$ cat src/rtl/dadda_8_pkg.sv
// dadda_8_pkg -- shared constants and tree-shape helper for the 8x8 Dadda
// multiplier.
//   A_W, B_W, P_W : operand and product widths
//   DADDA_H       : column-height targets after each reduction stage
//   LATENCY       : cycles from A/B to y (2 when DADDA_8_IN_REG_EN is defined)
//   tree_info()   : per-stage, per-column height / adder counts, used at
//                   elaboration time to wire the reduction tree.
package dadda_8_pkg;

   localparam int unsigned A_W     = 8;
   localparam int unsigned B_W     = 8;
   localparam int unsigned P_W     = 16;
   localparam int unsigned N_STAGE = 4;

   localparam int unsigned DADDA_H [N_STAGE] = '{6, 4, 3, 2};

`ifdef DADDA_8_IN_REG_EN
   localparam int unsigned LATENCY = 2;
`else
   localparam int unsigned LATENCY = 1;
`endif

   typedef enum logic [1:0] {
      TI_HEIGHT,   // bits present in the column at the stage input
      TI_FA,       // full adders placed in the column
      TI_HA,       // half adders placed in the column
      TI_CIN       // carries arriving from the column below
   } tree_q_e;

   // Walks the Dadda schedule from the initial partial-product diamond.
   // Carries produced in column c-1 land in column c within the same stage,
   // so the excess over the target is computed including them; that gives
   // the minimal FA/HA mix (excess/2 FAs, excess%2 HAs) per column.
   // Stage N_STAGE (HEIGHT only) returns the final two-row heights.
   function automatic int unsigned tree_info(input int unsigned stg,
                                             input int unsigned col,
                                             input tree_q_e     what);
      int unsigned h   [P_W];
      int unsigned nh  [P_W];
      int unsigned cin;
      int unsigned ex;
      int unsigned fa;
      int unsigned ha;
      int unsigned res;
      res = 0;
      for (int unsigned c = 0; c < P_W; c++) begin
         h[c] = (c < A_W) ? c + 1 : ((c < P_W - 1) ? P_W - 1 - c : 0);
         nh[c] = 0;
      end
      for (int unsigned s = 0; s < N_STAGE; s++) begin
         cin = 0;
         for (int unsigned c = 0; c < P_W; c++) begin
            ex = (h[c] + cin > DADDA_H[s]) ? h[c] + cin - DADDA_H[s] : 0;
            fa = ex / 2;
            ha = ex % 2;
            if (s == stg && c == col) begin
               case (what)
                  TI_HEIGHT: res = h[c];
                  TI_FA:     res = fa;
                  TI_HA:     res = ha;
                  default:   res = cin;
               endcase
            end
            nh[c] = h[c] + cin - 2 * fa - ha;
            cin   = fa + ha;
         end
         for (int unsigned c = 0; c < P_W; c++) h[c] = nh[c];
      end
      if (stg == N_STAGE && what == TI_HEIGHT) res = h[col];
      return res;
   endfunction

endpackage

$ cat src/rtl/dadda_8_fa.sv
// dadda_fa -- 1-bit full adder, used for every 3:2 reduction cell and every
// bit of the final carry-propagate adder.
//   a, b, cin : addend bits
//   sum, cout : sum bit and carry out
module dadda_fa (
   input  logic a,
   input  logic b,
   input  logic cin,
   output logic sum,
   output logic cout
);

   assign sum  = a ^ b ^ cin;
   assign cout = (a & b) | (cin & (a ^ b));

endmodule

$ cat src/rtl/dadda_8.sv
// dadda_8 -- 8x8 unsigned Dadda multiplier with registered 16-bit product.
//   clk : clock, rising edge
//   rst : synchronous active-high reset, clears y (and the input register)
//   A   : 8-bit unsigned multiplicand
//   B   : 8-bit unsigned multiplier
//   y   : 16-bit registered product A*B
// Build option: define DADDA_8_IN_REG_EN to register A/B ahead of the tree
// (latency 2 instead of 1, same results and throughput).
module dadda_8
   import dadda_8_pkg::*;
(
   input  logic           clk,
   input  logic           rst,
   input  logic [A_W-1:0] A,
   input  logic [B_W-1:0] B,
   output logic [P_W-1:0] y
);

   logic [A_W-1:0] a_t;
   logic [B_W-1:0] b_t;

`ifdef DADDA_8_IN_REG_EN
   logic [A_W-1:0] a_q;
   logic [B_W-1:0] b_q;

   always_ff @(posedge clk) begin
      if (rst) begin
         a_q <= '0;
         b_q <= '0;
      end else begin
         a_q <= A;
         b_q <= B;
      end
   end

   assign a_t = a_q;
   assign b_t = b_q;
`else
   assign a_t = A;
   assign b_t = B;
`endif

   // bits[s][c][k]: k-th dot of column c entering stage s (stage N_STAGE is
   // the final two rows). Each stage's output column is packed as
   // FA sums, HA sums, untouched dots, then carries from column c-1.
   logic bits [N_STAGE+1][P_W][8];
   logic fc   [N_STAGE][P_W][2];
   logic hc   [N_STAGE][P_W];

   for (genvar c = 0; c < P_W; c++) begin : g_pp_col
      localparam int unsigned H0   = tree_info(0, c, TI_HEIGHT);
      localparam int unsigned I_LO = (c > A_W - 1) ? c - (A_W - 1) : 0;
      for (genvar k = 0; k < H0; k++) begin : g_pp
         assign bits[0][c][k] = a_t[c - I_LO - k] & b_t[I_LO + k];
      end
   end

   for (genvar s = 0; s < N_STAGE; s++) begin : g_stage
      for (genvar c = 0; c < P_W; c++) begin : g_col
         localparam int unsigned H    = tree_info(s, c, TI_HEIGHT);
         localparam int unsigned NFA  = tree_info(s, c, TI_FA);
         localparam int unsigned NHA  = tree_info(s, c, TI_HA);
         localparam int unsigned NPT  = H - 3 * NFA - 2 * NHA;
         localparam int unsigned B_CY = NFA + NHA + NPT;

         for (genvar k = 0; k < NFA; k++) begin : g_fa
            dadda_fa u_fa (
               .a    (bits[s][c][3*k]),
               .b    (bits[s][c][3*k+1]),
               .cin  (bits[s][c][3*k+2]),
               .sum  (bits[s+1][c][k]),
               .cout (fc[s][c][k])
            );
         end

         if (NHA > 0) begin : g_ha
            assign bits[s+1][c][NFA] = bits[s][c][3*NFA] ^ bits[s][c][3*NFA+1];
            assign hc[s][c]          = bits[s][c][3*NFA] & bits[s][c][3*NFA+1];
         end

         for (genvar p = 0; p < NPT; p++) begin : g_pt
            assign bits[s+1][c][NFA+NHA+p] = bits[s][c][3*NFA+2*NHA+p];
         end

         if (c > 0) begin : g_cy
            localparam int unsigned PFA = tree_info(s, c - 1, TI_FA);
            localparam int unsigned PHA = tree_info(s, c - 1, TI_HA);
            for (genvar q = 0; q < PFA; q++) begin : g_fcy
               assign bits[s+1][c][B_CY+q] = fc[s][c-1][q];
            end
            if (PHA > 0) begin : g_hcy
               assign bits[s+1][c][B_CY+PFA] = hc[s][c-1];
            end
         end
      end
   end

   // Final ripple adder over columns 1..14; column 0 is a lone dot and
   // column 15 only receives the ripple carry-out.
   logic [P_W-2:1] r0;
   logic [P_W-2:1] r1;
   logic [P_W-2:1] ps;
   logic [P_W-2:0] cp;

   assign cp[0] = 1'b0;

   for (genvar c = 1; c < P_W - 1; c++) begin : g_cpa
      localparam int unsigned HF = tree_info(N_STAGE, c, TI_HEIGHT);
      if (HF > 0) begin : g_r0
         assign r0[c] = bits[N_STAGE][c][0];
      end else begin : g_r0z
         assign r0[c] = 1'b0;
      end
      if (HF > 1) begin : g_r1
         assign r1[c] = bits[N_STAGE][c][1];
      end else begin : g_r1z
         assign r1[c] = 1'b0;
      end
      dadda_fa u_cpa (
         .a    (r0[c]),
         .b    (r1[c]),
         .cin  (cp[c-1]),
         .sum  (ps[c]),
         .cout (cp[c])
      );
   end

   logic [P_W-1:0] y_d;
   logic [P_W-1:0] y_q;

   assign y_d = {cp[P_W-2], ps, a_t[0] & b_t[0]};

   always_ff @(posedge clk) begin
      if (rst) y_q <= '0;
      else     y_q <= y_d;
   end

   assign y = y_q;

endmodule

$ cat config.mk
export PLATFORM = sky130hd
export DESIGN_NAME = dadda_8
export DESIGN_NICKNAME = d
export VERILOG_FILES = /design/src/rtl/dadda_8_pkg.sv /design/src/rtl/dadda_8_fa.sv /design/src/rtl/dadda_8.sv
export SDC_FILE = /design/constraint.sdc
export NUM_CORES = 1
export LEC_CHECK = 0
export CORE_MARGIN = 3
export CORE_UTILIZATION = 64
export CTS_CLUSTER_SIZE = 8
export DETAILED_ROUTE_END_ITERATION = 16
export DONT_BUFFER_PORTS = 1
export GPL_TIMING_DRIVEN = 1
export PLACE_DENSITY = 0.89
export SLEW_MARGIN = 20
export SYNTH_ARGS = -nofsm -noshare
export SYNTH_HDL_FRONTEND = slang
export SYNTH_SLANG_ARGS = --single-unit
$ cat constraint.sdc
create_clock -name clk -period 8.4 [get_ports clk]
set_input_delay 0.84 -clock clk [delete_from_list [all_inputs] [get_ports clk]]
set_output_delay 0.84 -clock clk [all_outputs]
set_load 0.05 [all_outputs]
Yosys cells after proc, flatten, opt, wreduce, memory -nomap -nowiden
Index checks and enable logic that the tools add are counted.
Widths: inputs -> output; s select.
Word-level totals
  register bits: 16
  bits in latches: 0
  memory bits (writable): 0
  memory bits (read-only): 0
  input bits: 18
  output and inout bits: 16
  logic and storage cells: 321
  memories: 0
Cells by class
  add/sub/neg operators: 0
  multiply operators: 0
  divide/modulo/power cells: 0
  order comparisons: 0
  eq/ne operators: 0
  shift-type cells: 0
  muxes and demuxes: 0
  bitwise operators: 320
  reduce and logical (&&, ||, !) cells: 0
Operators by type and width (count)
  $and 1x1->1: 168
  $xor 1x1->1: 104
  $or 1x1->1: 48

Depth between registers and ports, before layout
Gate-level depths: netlist of the first run.
  word-level depth: 29
  mapped depth: 19
  gate-level depth less buffers: 19

Modules after synthesis
From an unflattened synthesis of the first run, not the netlist that was laid out.
Second synthesis, totals
  cells, all modules: 153
  area, all modules: 1931.9 µm²
By module, submodules not included
  dadda_fa: times used 49, cells each 1, area each 20.0 µm², sequential area each 0.0 µm²
  dadda_8: times used 1, cells each 104, area each 950.9 µm², sequential area each 320.3 µm²

Worst setup path before layout of the first run
OpenSTA, ideal clock, no wires.
  path type: input-to-reg
  start point: in A[4]
  end point: reg y_q[14] (netlist: y[14])
  data arrival time: 6023 ps
  required time: 8286 ps
  setup slack: 2264 ps
  stages on the path: 18
  buffers on the path: 0
  path through: and2_1 > ha_1 > fa_1 > fa_1 > inv_1 > fa_1 > fa_1 > fa_1 > fa_1 > fa_1 > fa_1 > inv_1 > fa_1 > fa_1 > fa_1 > fa_1 > fa_1 > nor2b_2
On the way
  longest elaborated chain between the ends: 28
  elaborated cells on any way between the ends: 174
  classes of those cells: bitwise (174)
RTL lines
  start, declared: RTL line dadda_8.sv:14  | input logic [A_W-1:0] A,
  $and 1x1->1: RTL line dadda_8.sv:54  | assign bits[0][c][k] = a_t[c - I_LO - k] & b_t[I_LO + k];
  $xor 1x1->1: RTL line dadda_8.sv:77  | assign bits[s+1][c][NFA] = bits[s][c][3*NFA] ^ bits[s][c][3*NFA+1];
  $xor 1x1->1: RTL line dadda_8_fa.sv:13, dadda_8_fa.sv:14
  $xor 1x1->1: RTL line dadda_8_fa.sv:13  | assign sum = a ^ b ^ cin;
  $xor 1x1->1: RTL line dadda_8_fa.sv:13, dadda_8_fa.sv:14
  $xor 1x1->1: RTL line dadda_8_fa.sv:13
  $xor 1x1->1: RTL line dadda_8_fa.sv:14  | assign cout = (a & b) | (cin & (a ^ b));
  $and 1x1->1: RTL line dadda_8_fa.sv:14
  [13 not listed]
  $and 1x1->1: RTL line dadda_8_fa.sv:14
  $or 1x1->1: RTL line dadda_8_fa.sv:14
  $and 1x1->1: RTL line dadda_8_fa.sv:14
  $or 1x1->1: RTL line dadda_8_fa.sv:14
  $and 1x1->1: RTL line dadda_8_fa.sv:14
  $or 1x1->1 (*): RTL line dadda_8_fa.sv:14
  $xor 1x1->1 (*): RTL line dadda_8_fa.sv:13
  named net g_cpa[14].u_cpa.sum: RTL line dadda_8_fa.sv:9  | output logic sum,
  end signal, assigned: RTL line dadda_8.sv:135  | else y_q <= y_d;
  end, declared: RTL line dadda_8.sv:129  | logic [P_W-1:0] y_q;
Mark *: on every way through the listed nets, which the timed path passes. The rest lies on a longest branch.
A chain may end at the register's enable or synchronous reset.

Final worst setup path of the first run
Same ends and word-level chain as after synthesis.

==> results.cfg, run 1 <==
[place]
place_hpwl_microns = 3160
port_buffers = 0
place_ws_ns = 2.09
gp_congestion = 0.928

[final_layout]
syn2layout_area_growth_pct = 3.42
multiInputGateArea_sq_um = 1470
largest_reg_flops = 16
seqCellArea_sq_um = 320
final_nets = 278
drive_above_1_share_pct = 2.96
diodes = 0
fillers = 216
finish.utilization_pct = 71.7

[timing]
tightest_slew_ns = 0.489
period_share_pct = 71.4
clock.fmax_mhz = 167
hold_violations = 0
finalSetupViolCount = 0
tns_ns = 0
rsz0062_at_grt = no
timing.final.max_slew_violations = 0
period_needed_ns = 6.00
fin_ws_ns = 2.40
maxSlewHeadroom_pct = 67.3

[detailed_routing]
drt-wirelength-per-cell_microns = 15.7
viasPerCell = 5.43
drc = 0
ant_nets = 0
routed_wl_microns = 3680
drt-initial-drc-count = 25
drtPass1Iterations = 4
vias = 1271

[status]
status = finished clean

[yosys]
yosysSeqAreaShare_pct = 16.2
synth-edff-count = 0
synth_area_sq_um = 1980
yosysWarnings = 0
synth_cells = 200
synth_top_area_share_pct = 48.6
ys.flop_type = dfxtp_1
synth_area_per_cell_sq_um = 9.89
ys_async_sr_fraction_pct = 0
ys_seq_elements = 16
yosys-top-cells-area = fa_1 (49%), dfxtp_1 (16%), and2_1 (10%), inv_1 (9.1%), nand2_1 (5.9%)
synth_nets = 274
yosys.area.top_type = fa_1
synth_cell_types = 12
synth_commonest_cells = fa_1 (48), inv_1 (48), and2_1 (32)

[grt]
grt_usage_pct = 22.8
grt_max_degree = 17
overflow = 0
grt_pass1_wl_microns = 6180
grt.busiest_layer = met2
grt_use_met3_pct = 6.08
use_met2_pct = 45.3
antenna_found_initial = 0
grt_util_met1_pct = 23.9
grt_pass1_vias = 1480

[floorplanning]
start_util_pct = 69.3
core_area_sq_um = 2850
rows = 19
io_pins = 34
die_w_microns = 61.6
die_h_microns = 61.6
die_area_sq_um = 3790

[setup_path]
startpoint = A[4]
max_stage_delay_ns = 0.54
critical_path.cell_chain = and2_1 -> ha_1 -> fa_1 -> fa_1 -> inv_1 -> fa_1 -> fa_1 -> fa_1 -> fa_1 -> fa_1 -> fa_1 -> inv_1 -> fa_1 -> fa_1 -> fa_1 -> fa_1 -> fa_1 -> nor2b_2
critPathArrivalTime_ns = 6.17
cp.buffers_inverters = 2
critPathSlowestCell = fa_1
cp_common_cell = fa_1
startpoint_type = input port
crit_family = adder cells
crit_fanout = 8
crit_type = in -> reg
critPathRequiredTime_ns = 8.58
end_kind = flip-flop

[clock_network]
postCtsSetupBuffers = 0
htreeDepth = 1
holdBufCountCts = 0
ctsResizeCount = 0
cts_root_buf = clkbuf_4
clk_pin_slew_ns = 0.09
cts_sinks = 16
numCtsBuffers = 3
cts_buffer_depth = 2
cts_tree = done

[power]
p_leak_uw = 0.00100
powerDensity_nw_per_um2 = 212
ir_drop_mv = 0.165
total_power_uw = 433

[hold_path]
min_from = rst
hold_class = in -> reg

[flow_run]
maxCapViolations = 0
-- layout make-up --
| cell class | count | share of cell area [%] |
|---|---|---|
| multi-input combinational | 135 | 71.9 |
| inverter | 48 | 8.81 |
| clock buffer | 4 | 1.77 |
| tap | 31 | 1.90 |
| sequential | 16 | 15.7 |
-- power breakdown --
part,switching [uW],leakage [uW],internal (uW)
sequential,87.2,0.000133,100
clock,21.4,0.0000210,26.3
combinational,106,0.000850,91.9
-- kinds of logic after synthesis --
kind of cell  count (synthesis)  synth area share (%)
fa+ha+maj                    56                  53.6
buf+inv                      49                  9.49
flops                        16                  16.2
simple gates                 79                  20.7
-- stage by stage --
stage / area, sq um / hold slack, ns / instances
6_report: 2050 / 0.616 / 234
5_1_grt: 2050 / 0.600 / 234
4_1_cts: 2050 / 0.611 / 234
3_5_place_dp: 2010 / 0.910 / 230
3_3_place_gp: 2010 / 0.908 / 230
2_1_floorplan: 1980 / 0.912 / 200
-- final timing paths --
path	to	slack [ns]	depth (start not counted)
worst min-delay path	y[9]$_SDFF_PP0_	0.62	1
worst max-delay path	y[14]$_SDFF_PP0_	2.40	18
-- placed cells by master, fill, tap and decap left out --
cell type / synthesis / layout
ha_1: 8 / 8
dfxtp_1: 16 / 16
and3b_1: 1 / 1
and2b_1: 4 / 4
clkbuf_4: 0 / 3
inv_1: 48 / 48
and2_1: 32 / 32
clkbuf_8: 0 / 1
nand2_1: 31 / 31
nor2_1: 8 / 8
fa_1: 48 / 48
nor2b_2: 2 / 2
nor2b_1: 1 / 1
-- per-layer routing --
layer	share of wire [%]	vias to the layer above
li1	-	567
met4	1.8	0
met5	0	-
met3	6.2	8
met2	56	44
met1	35	652
No activity file was read; power rests on OpenSTA's default activity.
==> run 2, diff against run 1 <==
CORE_UTILIZATION = 58   (was 64)
PLACE_DENSITY = 0.85   (was 0.89)
clock period = 5.3 ns   (was 8.4 ns; I/O delays follow)
==> run 2 against run 1 <==
Combinational power up 63%. Cell area up 3.4%. Worst setup slack worse by 2.4 ns. Via count up 0.47%. Largest power group unchanged.
==> results.cfg, run 2 (synthesized netlist as in run 1, its figures left out) <==
[floorplanning]
rows = 20
core_area_sq_um = 3150
die_h_microns = 64.4
start_util_pct = 62.7
die_w_microns = 64.4
io_pins = 34
die_area_sq_um = 4150

[detailed_routing]
drt-initial-drc-count = 53
vias = 1277
ant_nets = 0
routed_wl_microns = 3730
drt-wirelength-per-cell_microns = 15.1
drc = 0
viasPerCell = 5.17
drtPass1Iterations = 4

[power]
p_leak_uw = 0.00100
ir_drop_mv = 0.247
total_power_uw = 697
powerDensity_nw_per_um2 = 329

[place]
dpl_cell_area_sq_um = 2080
gp_congestion = 0.814
place_ws_ns = -0.354
place_hpwl_microns = 3150
port_buffers = 0

[grt]
antenna_found_initial = 0
grt_usage_pct = 21.3
grt_pass1_vias = 1512
grt_pass1_wl_microns = 6660
grt_max_degree = 17
overflow = 0

[setup_path]
critPathRequiredTime_ns = 5.49
critPathArrivalTime_ns = 5.47
startpoint_type = input port
crit_type = in -> reg
end_kind = flip-flop
crit_fanout = 8

[timing]
period_needed_ns = 5.28
tns_ns = 0
rsz0062_at_grt = yes
fin_ws_ns = 0.0196
period_share_pct = 99.6
finalSetupViolCount = 0
clock.fmax_mhz = 189
maxSlewHeadroom_pct = 67.4
tightest_slew_ns = 0.489
timing.final.max_slew_violations = 0
hold_violations = 0

[clock_network]
htreeDepth = 1
clk_pin_slew_ns = 0.09
numCtsBuffers = 3
cts_buffer_depth = 2
cts_tree = done
cts_root_buf = clkbuf_4
ctsResizeCount = 0
cts_sinks = 16

[final_layout]
largest_reg_flops = 16
seqCellArea_sq_um = 320
fillers = 269
final_nets = 278
diodes = 0
design_area_sq_um = 2110
drive_above_1_share_pct = 11.3
layout_commonest_cell = inv_1
multiInputGateArea_sq_um = 1520
syn2layout_area_growth_pct = 6.89
final_cell_mix = inv_1 (46), fa_1 (36), nand2_1 (31)

[status]
status = finished clean

[hold_path]
hold_class = in -> reg
whs_path_depth = 1

[flow_run]
maxCapViolations = 0
[run 2: cell counts in the layout (fill, tap and decap cells not counted)]
No cell type changed its count.
[run 2: worst max-delay path: stages]
cell     delay [ns]
and2_4         0.15
ha_4           0.26
fa_1           0.42
fa_1           0.50
inv_1          0.05
fa_2           0.35
fa_2           0.40
fa_2           0.36
fa_2           0.37
fa_2           0.34
fa_2           0.34
inv_2          0.07
fa_2           0.20
fa_2           0.20
fa_2           0.19
fa_2           0.19
fa_1           0.42
nor2b_4        0.13
[run 2: final timing paths]
kind | start | endpoint | slack [ns]
worst max-delay path | A[4] | y[14]$_SDFF_PP0_ | 0.02
worst min-delay path | rst | y[14]$_SDFF_PP0_ | 0.30
[run 2: layer usage]
layer / up-vias / GRT usage (%) / wire length [microns]
li1: 567 / - / -
met1: 665 / 24.4 / 1340
met2: 43 / 41.4 / 2170
met3: 2 / 4.57 / 200
met4: 0 / 2.64 / 17
met5: - / 0 / 0
[run 2: layout make-up]
class                           instances  area share [%]
Tap cell                               44            2.60
Inverter                               48            8.52
Multi-Input combinational cell        135            72.0
Clock buffer                            4            1.72
Sequential cell                        16            15.1
[run 2: through the flow]
step / utilization, % / instances / hold WS [ns]
detailed placement: 65.9 / 243 / 0.596
finish: 67.1 / 247 / 0.296
CTS: 67.1 / 247 / 0.288
floorplan: - / 200 / 0.602
global route: 67.1 / 247 / 0.268
global placement: 65.9 / 243 / 0.596
[run 2: what timing repair did]
item | CTS | global route
pin swaps | 3 | 10
hold buffers | 0 | 0
buffers inserted | 0 | 0
setup endpoints to repair | 1 | 1
[run 2: where the power goes]
group / total (uW) / switching [uW] / internal (uW)
combinational: 322 / 169 / 153
clock: 77.8 / 36.0 / 41.8
sequential: 297 / 138 / 159
